File: config.mk
export PLATFORM = sky130hd
export DESIGN_NAME = pc_unit
export DESIGN_NICKNAME = d
export VERILOG_FILES = /design/src/rtl/pc_unit.sv
export SDC_FILE = /design/constraint.sdc
export NUM_CORES = 1
export LEC_CHECK = 0
export BUFFER_PORTS_ARGS = -buffer_cell sky130_fd_sc_hd__buf_4
export CAP_MARGIN = 20
export CORE_MARGIN = 3
export CORE_UTILIZATION = 40
export DETAILED_ROUTE_END_ITERATION = 10
export GPL_ROUTABILITY_DRIVEN = 0
export PLACE_DENSITY = 0.71
export SLEW_MARGIN = 5
export SYNTH_ARGS = -nofsm -noshare
export SYNTH_HDL_FRONTEND = slang
export SYNTH_SLANG_ARGS = --single-unit
File: constraint.sdc
create_clock -name clock -period 3.9 [get_ports clock]
set_input_delay 0.585 -clock clock [delete_from_list [all_inputs] [get_ports clock]]
set_output_delay 0.585 -clock clock [all_outputs]
set_load 0.1 [all_outputs]
File: src/rtl/pc_unit.sv
// pc_unit: program counter with an optional hardware return stack.
// The return stack (call/ret plus the stack flags) is built only when the
// macro PC_UNIT_STACK_EN is defined. Without it, call and ret are ignored,
// the stack flags are tied off and lower-priority commands still act.
module pc_unit #(
  parameter int AW = 8,
  parameter int SD = 4
) (
  input  logic          clock,
  input  logic          rst,
  input  logic          en,
  input  logic          inc,
  input  logic          pc_in,
  input  logic          branch,
  input  logic          call,
  input  logic          ret,
  input  logic [AW-1:0] data,
  input  logic [AW-1:0] offset,
  output logic [AW-1:0] pc_addr,
  output logic          stack_full,
  output logic          stack_empty,
  output logic          stack_err
);

  logic [AW-1:0] pcAddr_q, pcAddr_d;
  logic          stackOwnsCmd;
  logic [AW-1:0] stackPc;

`ifdef PC_UNIT_STACK_EN
  localparam int PW = $clog2(SD + 1);

  logic [PW-1:0] stackPtr_q, stackPtr_d;
  logic          stackErr_q, stackErr_d;
  logic [AW-1:0] stack_q [SD];
  logic [AW-1:0] topEntry;
  logic [AW-1:0] pushVal;
  logic          pushEn;
  logic          stackFull, stackEmpty;

  assign stackFull   = (stackPtr_q == PW'(SD));
  assign stackEmpty  = (stackPtr_q == '0);
  assign pushVal     = pcAddr_q + AW'(1);
  assign stack_full  = stackFull;
  assign stack_empty = stackEmpty;
  assign stack_err   = stackErr_q;

  // Select the entry just below the pointer as the value a ret would pop.
  always_comb begin
    topEntry = '0;
    for (int i = 0; i < SD; i++) begin
      if (PW'(i) == stackPtr_q - PW'(1)) topEntry = stack_q[i];
    end
  end

  // Decide what a ret or call does this cycle; ret outranks call, and an
  // overflow or underflow only raises the sticky error.
  always_comb begin
    stackPtr_d   = stackPtr_q;
    stackErr_d   = stackErr_q;
    pushEn       = 1'b0;
    stackOwnsCmd = 1'b0;
    stackPc      = pcAddr_q;
    if (en) begin
      if (ret) begin
        stackOwnsCmd = 1'b1;
        if (stackEmpty) begin
          stackErr_d = 1'b1;
        end else begin
          stackPc    = topEntry;
          stackPtr_d = stackPtr_q - PW'(1);
        end
      end else if (call) begin
        stackOwnsCmd = 1'b1;
        if (stackFull) begin
          stackErr_d = 1'b1;
        end else begin
          pushEn     = 1'b1;
          stackPc    = data;
          stackPtr_d = stackPtr_q + PW'(1);
        end
      end
    end
  end

  // Stack storage carries no reset; a push coinciding with reset is dropped.
  always_ff @(posedge clock) begin
    for (int i = 0; i < SD; i++) begin
      if (pushEn && !rst && PW'(i) == stackPtr_q) stack_q[i] <= pushVal;
    end
  end

  // Stack pointer and sticky error flag; only reset clears the error.
  always_ff @(posedge clock) begin
    if (rst) begin
      stackPtr_q <= '0;
      stackErr_q <= 1'b0;
    end else begin
      stackPtr_q <= stackPtr_d;
      stackErr_q <= stackErr_d;
    end
  end
`else
  logic unusedStack;

  assign unusedStack  = ^{call, ret};
  assign stackOwnsCmd = 1'b0;
  assign stackPc      = pcAddr_q;
  assign stack_full   = 1'b0;
  assign stack_empty  = 1'b1;
  assign stack_err    = 1'b0;
`endif

  // Next program address: stack commands first, then pc_in > branch > inc.
  always_comb begin
    pcAddr_d = pcAddr_q;
    if (en) begin
      if (stackOwnsCmd) begin
        pcAddr_d = stackPc;
      end else if (pc_in) begin
        pcAddr_d = data;
      end else if (branch) begin
        pcAddr_d = pcAddr_q + offset;
      end else if (inc) begin
        pcAddr_d = pcAddr_q + AW'(1);
      end
    end
  end

  // Program address register with synchronous reset.
  always_ff @(posedge clock) begin
    if (rst) pcAddr_q <= '0;
    else     pcAddr_q <= pcAddr_d;
  end

  assign pc_addr = pcAddr_q;

endmodule

Word level (Yosys, flattened, before mapping)
Cells that the tools add are included.
- memories: 0
- memory bits (writable): 0
- logic and storage cells: 8
- memory bits (read-only): 0
- latch bits: 0
- flip-flop bits (word level): 8
- output and inout port bits: 11
- input bits: 24
- bitwise logic cells: 0
- shift-type cells: 0
- add/subtract/negate cells: 2
- $lt $le $gt $ge: 0
- div/mod/pow operators: 0
- reductions and logical operators: 2
- multiplexer cells: 3
- equal/unequal tests: 0
- $mul: 0
- operators by type and width (operator ; count):
    two-way mux 8 bit ; 3
    adder 8 x 1 -> 8 bit (second input constant) ; 1
    adder 8 bit ; 1
    nonzero test 3 bit ; 1
    AND reduction 2 bit ; 1

Logic depth before layout (Yosys ltp)
Gate-level depths: netlist of the first run.
- depth in word-level cells: 4
- mapped depth: 9

Worst setup path after synthesis of the first run
Ideal clock, no wire load.
- path type: register to register
- from: reg pcAddr_q[0], in the netlist pc_addr[0]
- to: reg pcAddr_q[6], in the netlist pc_addr[6]
- stages on the path, launching flop included: 8
- period minus slack after synthesis: 2470 ps
- buffers on the path: 0
- setup slack: 1430 ps
- required time: 3776 ps
- arrival: 2346 ps
- cells stage by stage: dfxtp_1 > ha_1 > inv_1 > fa_1 > nand2b_1 > a21oi_1 > mux2i_1 > a31oi_1
- word-level cells in the longest chain between the ends: 4
- elaborated cells on any way between the ends: 5
- those cells by class: add/sub: 2; mux: 3
- RTL lines (what ; RTL line ; RTL):
    start: declaration ; 25 ; logic [AW-1:0] pcAddr_q, pcAddr_d;
    start signal: assignment ; 132 ; else pcAddr_q <= pcAddr_d;
    adder 8 x 1 -> 8 bit ; 124 ; pcAddr_d = pcAddr_q + AW'(1);
    two-way mux 8 bit ; 123 ; end else if (inc) begin
    two-way mux 8 bit * ; 121 ; end else if (branch) begin
    two-way mux 8 bit * ; 119 ; end else if (pc_in) begin
Every way passes the cells marked *; elsewhere a longest branch is shown, timed or not. The select of a mux whose other input is x is not followed.
A chain may end at the register's enable or synchronous reset.

Final worst setup path of the first run
- from: in branch
- to: reg pcAddr_q[6], in the netlist pc_addr[6]
- word-level cells in the longest chain between the ends: 2
- elaborated cells on any way between the ends: 4
- those cells by class: mux: 2; reduce/logical: 2
- RTL lines (what ; RTL line ; RTL):
    start: declaration ; 14 ; input logic branch,
    nonzero test 3 bit (no line) / two-way mux 8 bit (equally long branches) ; - ;
    AND reduction 2 bit (no line) / two-way mux 8 bit (equally long branches) ; - ;
Several ways; a longest one is shown, not always the timed one.

==> run metrics, run 1 <==
status=finished clean; Max Cap Violations=0; Setup TNS Final=0 ps; fmax=0.457 GHz; met2 Usage GRT=0.262; sequential share of the synthesized area=0.185; Distinct cells, synth=42; Reg clk slew, reported paths=~60 ps; Skew-Pair Late Insertion Delay=~270 ps; hold crit path type=input port to flip-flop; Synth Flop Type=dfxtp_1; full die area=roughly 0.0028 sq mm; Ant. Diodes=0; nets=170; Simple-Gate Fraction of Synth Area=0.271; DR vias=908; final hold vios=0; critical path's slowest cell=fa_1; final setup fails=0; GR Util met1=0.196; share of flip-flops with an asynchronous set or reset=0; Die X=52.5 um; core area=0.00200 sq mm; critical path class=input port to flip-flop; clock buffer depth=2; vias per std cell=5.57; P_leak=0.492 nW; Finished Core Util=0.540; yosys warns=0; post-route cell area=0.00108 sq mm; Post-Synthesis Cells=110; main combinational cell family by area after synthesis=compound AO/OA/AOI/OAI gates; most used routing layer=met2; largest net degree at the start of global routing=20; Routed WL per cell=13.2 um; Post-CTS Resized=0; multiplexer area fraction after synthesis=0.0347; die height=52.5 um; # Post-CTS Setup Buffers=0; vias in the first global route=773; GR met3 Demand/Resource=0.0370; root buffer cell=clkbuf_4; CP bufs+invs=2; Synth Cell Area=865 sq um; Post-synth EDFFs=0; Synth Area in Adders=0.124; minimum clock period=approximately 2200 ps; IO Port Bufs=29; area grow syn2layout=25.0%; Total Wirelength=approximately 2.1 mm; required time of the critical path=4040 ps; Post-Synth XOR/XNOR Area=0; fill count=202; row count=16; Starting Density=0.432; Peak VDD IR=0.205 mV; fin crit share=0.561; Total Power=0.000343 W; H-Tree Depth=1; worst-path fanout max=12; Worst Skew=6.79 ps; placed wire-length estimate=roughly 1.6 mm; Tot GR Track Use=0.157; number of remaining DRC errors=0; CP peak stage delay=410 ps; First DRT Iteration DRCs=29; # hold bufs at CTS=0; hold slack=between 500 and 600 ps; first-pass GRT wire length=3.24 mm; max FFs per register=8; TritonCTS clock tree=built; initial antenna violation count=0; TritonCTS buffer count=3; synthesized flop and latch total=8; Critical Path Sink Type=flip-flop; CTS Sinks=8; Top Family by Delay on Critical Path=adder cells; share of cells above drive strength 1=0.287; DR pass1 iterations=4; placed cell areas=0.00106 sq mm; worst path cell trace=buf_4 -> or2b_1 -> ha_1 -> inv_1 -> fa_1 -> nand2b_1 -> a21oi_1 -> mux2i_1 -> a31oi_1; pins over their slew limit=0; RSZ-0062 raised after global routing=no; startpoint class of the critical path=input port; critical path data arrival time=2330 ps; PwrDens=317 mW/mm^2; Syn Area/Cell=7.86 sq um; # IOs=35; Compound-Gate Fraction of Synth Area=0.275; Overflow after GRT=0; Final ANT Viol Nets=0
[worst register-to-register path, cell delays in order, from the launching register on]
cell,delay [ps]
dfxtp_1,350
ha_1,220
inv_1,70
fa_1,410
nand2b_1,180
a21oi_1,250
mux2i_1,230
a31oi_1,90
[where the power goes]
part	internal, W	switching (W)
clock	0.0000356	0.0000339
sequential	0.0000891	0.00000688
combinational	0.0000603	0.000117
total	0.000185	0.000158
[through the flow]
stage / setup WS, ps / instances
floorplan: 1430 / 111
global placement: 1470 / 160
detailed placement: 1450 / 160
CTS: 1720 / 163
global route: 1570 / 163
finish: 1710 / 163
[cells in the final DEF (no fill, tap or decap), types with 2 or more instances in the layout]
master | synthesis | final
nor2b_1 | 3 | 3
a31oi_1 | 5 | 5
o21ai_0 | 9 | 9
and3_1 | 2 | 2
ha_1 | 7 | 7
nor3_1 | 2 | 2
buf_4 | 3 | 29
a211oi_1 | 3 | 3
dfxtp_1 | 8 | 8
nand2_1 | 5 | 5
nor2_1 | 10 | 10
clkbuf_4 | 0 | 3
a211o_1 | 2 | 2
conb_1 | 2 | 3
inv_1 | 7 | 7
a21oi_1 | 4 | 4
nand2b_1 | 4 | 4
and2_2 | 5 | 5
mux2i_1 | 3 | 3
[kinds of logic after synthesis]
logic type,Yosys count
buf+inv,14
other cells,2
simple gates,41
fa+ha+maj,8
compound gates,34
flops,8
mux,3
[layout make-up]
cell class / instances / area, sq um / area share
multi-input cells: 89 / 621 / 0.574
inverters: 7 / 26.3 / 0.0243
repair buffers: 29 / 218 / 0.201
flip-flops and latches: 8 / 160 / 0.148
clock buffers: 3 / 22.5 / 0.0208
well taps: 27 / 33.8 / 0.0312
[per-layer routing]
layer  wire length (um)  part of all wire
met5                  0                 0
met4                 25             0.012
met3                140             0.065
met2                973              0.45
met1               1000              0.47
[synthesized netlist by cell type (all sizes together) (2+ instances only)]
master	count	area, sq um
a211o	2	17.5
a211oi	4	35.0
a21oi	4	20.0
a31oi	5	31.3
and2	5	37.5
and3	2	12.5
buf	7	61.3
conb	2	7.51
dfxtp	8	160
ha	7	87.6
inv	7	26.3
mux2i	3	30.0
nand2	5	18.8
nand2b	4	25.0
nor2	10	37.5
nor2b	3	18.8
nor3	2	10.0
o21ai	9	45.0
[worst paths after layout]
kind                            startpoint    endpoint  slack, ps  depth (start not counted)
worst max-delay path                branch  pc_addr[6]       1710                          9
worst min-delay path                   rst  pc_addr[2]        520                          2
worst max register to register  pc_addr[0]  pc_addr[6]       1980                          7
worst min register to register  pc_addr[0]  pc_addr[0]        520                          2
No activity file was read; power rests on OpenSTA's default activity.
==> inputs of run 2 (changes only) <==
Settings changed: PLACE_DENSITY 0.71 to 0.74.
Clock period 3.9 ns to 2 ns, I/O delays scaled along.
==> run 2 against run 1 <==
- via count increased by 1.8%
- worst setup slack got worse by 1600 ps
- sequential power increased by 96%
- global-route usage increased by 2.7 points
- sequential cell count unchanged
- hold slack got worse by 310 ps
- first-iteration DRC count decreased by 34%
- total power increased by 110%
- die area unchanged
- clock-buffer cell count increased by 1
- cell count increased by 6.1%
- critical path depth decreased by 2
==> run metrics, run 2 (same netlist as run 1, synthesis figures left out) <==
Starting Density=0.432 (unchanged); TritonCTS buffer count=3 (unchanged); root buffer cell=clkbuf_4; Non-Filler Instances=173 (+6.1%); GR met3 Demand/Resource=0.0370 (unchanged); Setup TNS Final=0 ps (unchanged); switching pwr=0.000322 W (+100%); Ant. Diodes=0 (unchanged); P_leak=0.539 nW (+9.7%); Final ANT Viol Nets=0 (unchanged); minimum clock period=roughly 1900 ps; final setup fails=0 (unchanged); PwrDens=610 mW/mm^2 (+93%); Post-CTS Resized=0 (unchanged); status=finished clean; first-pass GRT wire length=3.79 mm (+17%); Die X=52.5 um (unchanged); core area=0.00200 sq mm (unchanged); Critical Path Sink Type=flip-flop; H-Tree Depth=1 (unchanged); full die area=0.00276 sq mm (unchanged); number of remaining DRC errors=0 (unchanged); area grow syn2layout=34.4%; DR pass1 iterations=4 (unchanged); commonest non-fill, non-tap cell in the layout=buf_4; initial antenna violation count=0 (unchanged); CTS Sinks=8 (unchanged); row count=16 (unchanged); cells on worst reg2reg path=7 (unchanged); met2 Usage GRT=0.298 (+0.0351); cell count after placement=169 (+5.6%); Pint=0.000388 W (+110%); worst-path fanout max=3 (-9); hold endpoint=pc_addr[1]; TritonCTS clock tree=built; startpoint class of the critical path=flip-flop; placed wire-length estimate=1.77 mm (+9.0%); Gate power share=0.518 (about the same); # IOs=35 (unchanged); RSZ-0062 raised after global routing=no; hold crit path type=input port to flip-flop; fin crit share=0.929; pins over their slew limit=0 (unchanged); Reg2Reg Capture Point=pc_addr[6]; Tot GR Track Use=0.184 (+0.0267); Worst R2R Setup Slack=140 ps (-1840 ps); Reg clk slew, reported paths=70 ps (about the same); nets=179 (+5.3%); share of cells above drive strength 1=0.370 (+0.0831); critical path class=flip-flop to flip-flop; Peak VDD IR=0.318 mV (+55%); # Post-CTS Setup Buffers=0 (unchanged); fmax=0.538 GHz; most used routing layer=met2; clock buffer depth=2 (unchanged); Reg-to-Reg Start=pc_addr[0]; GR Util met1=0.230 (+0.0344); Max Cap Violations=0 (unchanged); final hold vios=0 (unchanged); Switching Fraction=0.454 (-0.00644); critical path data arrival time=2000 ps (-330 ps); Routed WL per cell=13.0 um (-1.5%); commonest cells after routing, fill and taps aside=38 x buf_4, 10 x nor2_1, 9 x o21ai_0; Total Power=0.000709 W (+110%); First DRT Iteration DRCs=19 (-34%); Skew-Pair Late Insertion Delay=270 ps (about the same); DR vias=924 (+1.8%); # hold bufs at CTS=0 (unchanged); Overflow after GRT=0 (unchanged); largest net degree at the start of global routing=20 (unchanged); max FFs per register=8 (unchanged); die height=52.5 um (unchanged); Clk network pwr share=0.217 (+0.014); vias in the first global route=914 (+18%); fill count=200 (-0.99%); Total Wirelength=2.24 mm (+4.5%); required time of the critical path=2140 ps (-1900 ps); hold path depth=2 (unchanged); IO Port Bufs=29 (unchanged); vias per std cell=5.34 (-4.1%); Flop pwr share=0.265 (-0.015); critical hold path startpoint=rst; Worst Skew=4.26 ps (-2.53 ps)
## run 2: cell types whose count changed in the layout (fill, tap and decap cells not counted), sizes merged
| cell | before | now |
|---|---|---|
| buf | 29 | 38 |
| clkbuf | 3 | 4 |
## run 2: stage by stage
step,util,setup slack (ps),hold slack [ps],instance area (sq um)
after detailed placement,0.568,-45.0,496,1140
after floorplan,-,-39.5,363,878
final,0.581,141,209,1160
after global routing,0.581,19.6,212,1160
after CTS,0.581,140,206,1160
after global placement,0.568,-39.4,492,1140
## run 2: worst max-delay path, cell delays in order, from the launching register on
cell and delay, ps:
dfxtp_4 360, ha_1 170, inv_1 60, fa_1 370, nand2b_1 180, a21oi_1 280, mux2i_1 230, a31oi_1 90
## run 2: routing by layer
metal / up-vias / routed length, um
met2: 25 / 1050
met3: 5 / 107
met1: 425 / 1050
met4: 0 / 35
met5: - / 0
li1: 469 / -
## run 2: layout make-up
class | instances | area [sq um] | share of cell area
Multi-Input combinational cell | 89 | 621 | 0.534
Timing Repair Buffer | 38 | 285 | 0.245
Sequential cell | 8 | 170 | 0.146
Clock buffer | 4 | 26.3 | 0.0226
Tap cell | 27 | 33.8 | 0.0291
Inverter | 7 | 26.3 | 0.0226
## run 2: power by group through the flow
stage	Combinational, W	Clock (W)	Sequential [W]
floorplan	0.000170	0	0.000292
global placement	0.000360	0	0.000191
detailed placement	0.000366	0	0.000192
CTS	0.000368	0.000156	0.000188
global route	0.000398	0.000162	0.000191
finish	0.000367	0.000154	0.000188
## run 2: worst max-delay path by stage
| stage | startpoint | endpoint | slack [ps] | cells after the start |
|---|---|---|---|---|
| floorplan | pc_addr[6] | pc_addr[6] | -40 | 5 |
| global placement | branch | pc_addr[6] | -40 | 9 |
| detailed placement | branch | pc_addr[6] | -40 | 9 |
| CTS | pc_addr[0] | pc_addr[6] | 140 | 7 |
| global route | pc_addr[0] | pc_addr[6] | 20 | 7 |
| finish | pc_addr[0] | pc_addr[6] | 140 | 7 |
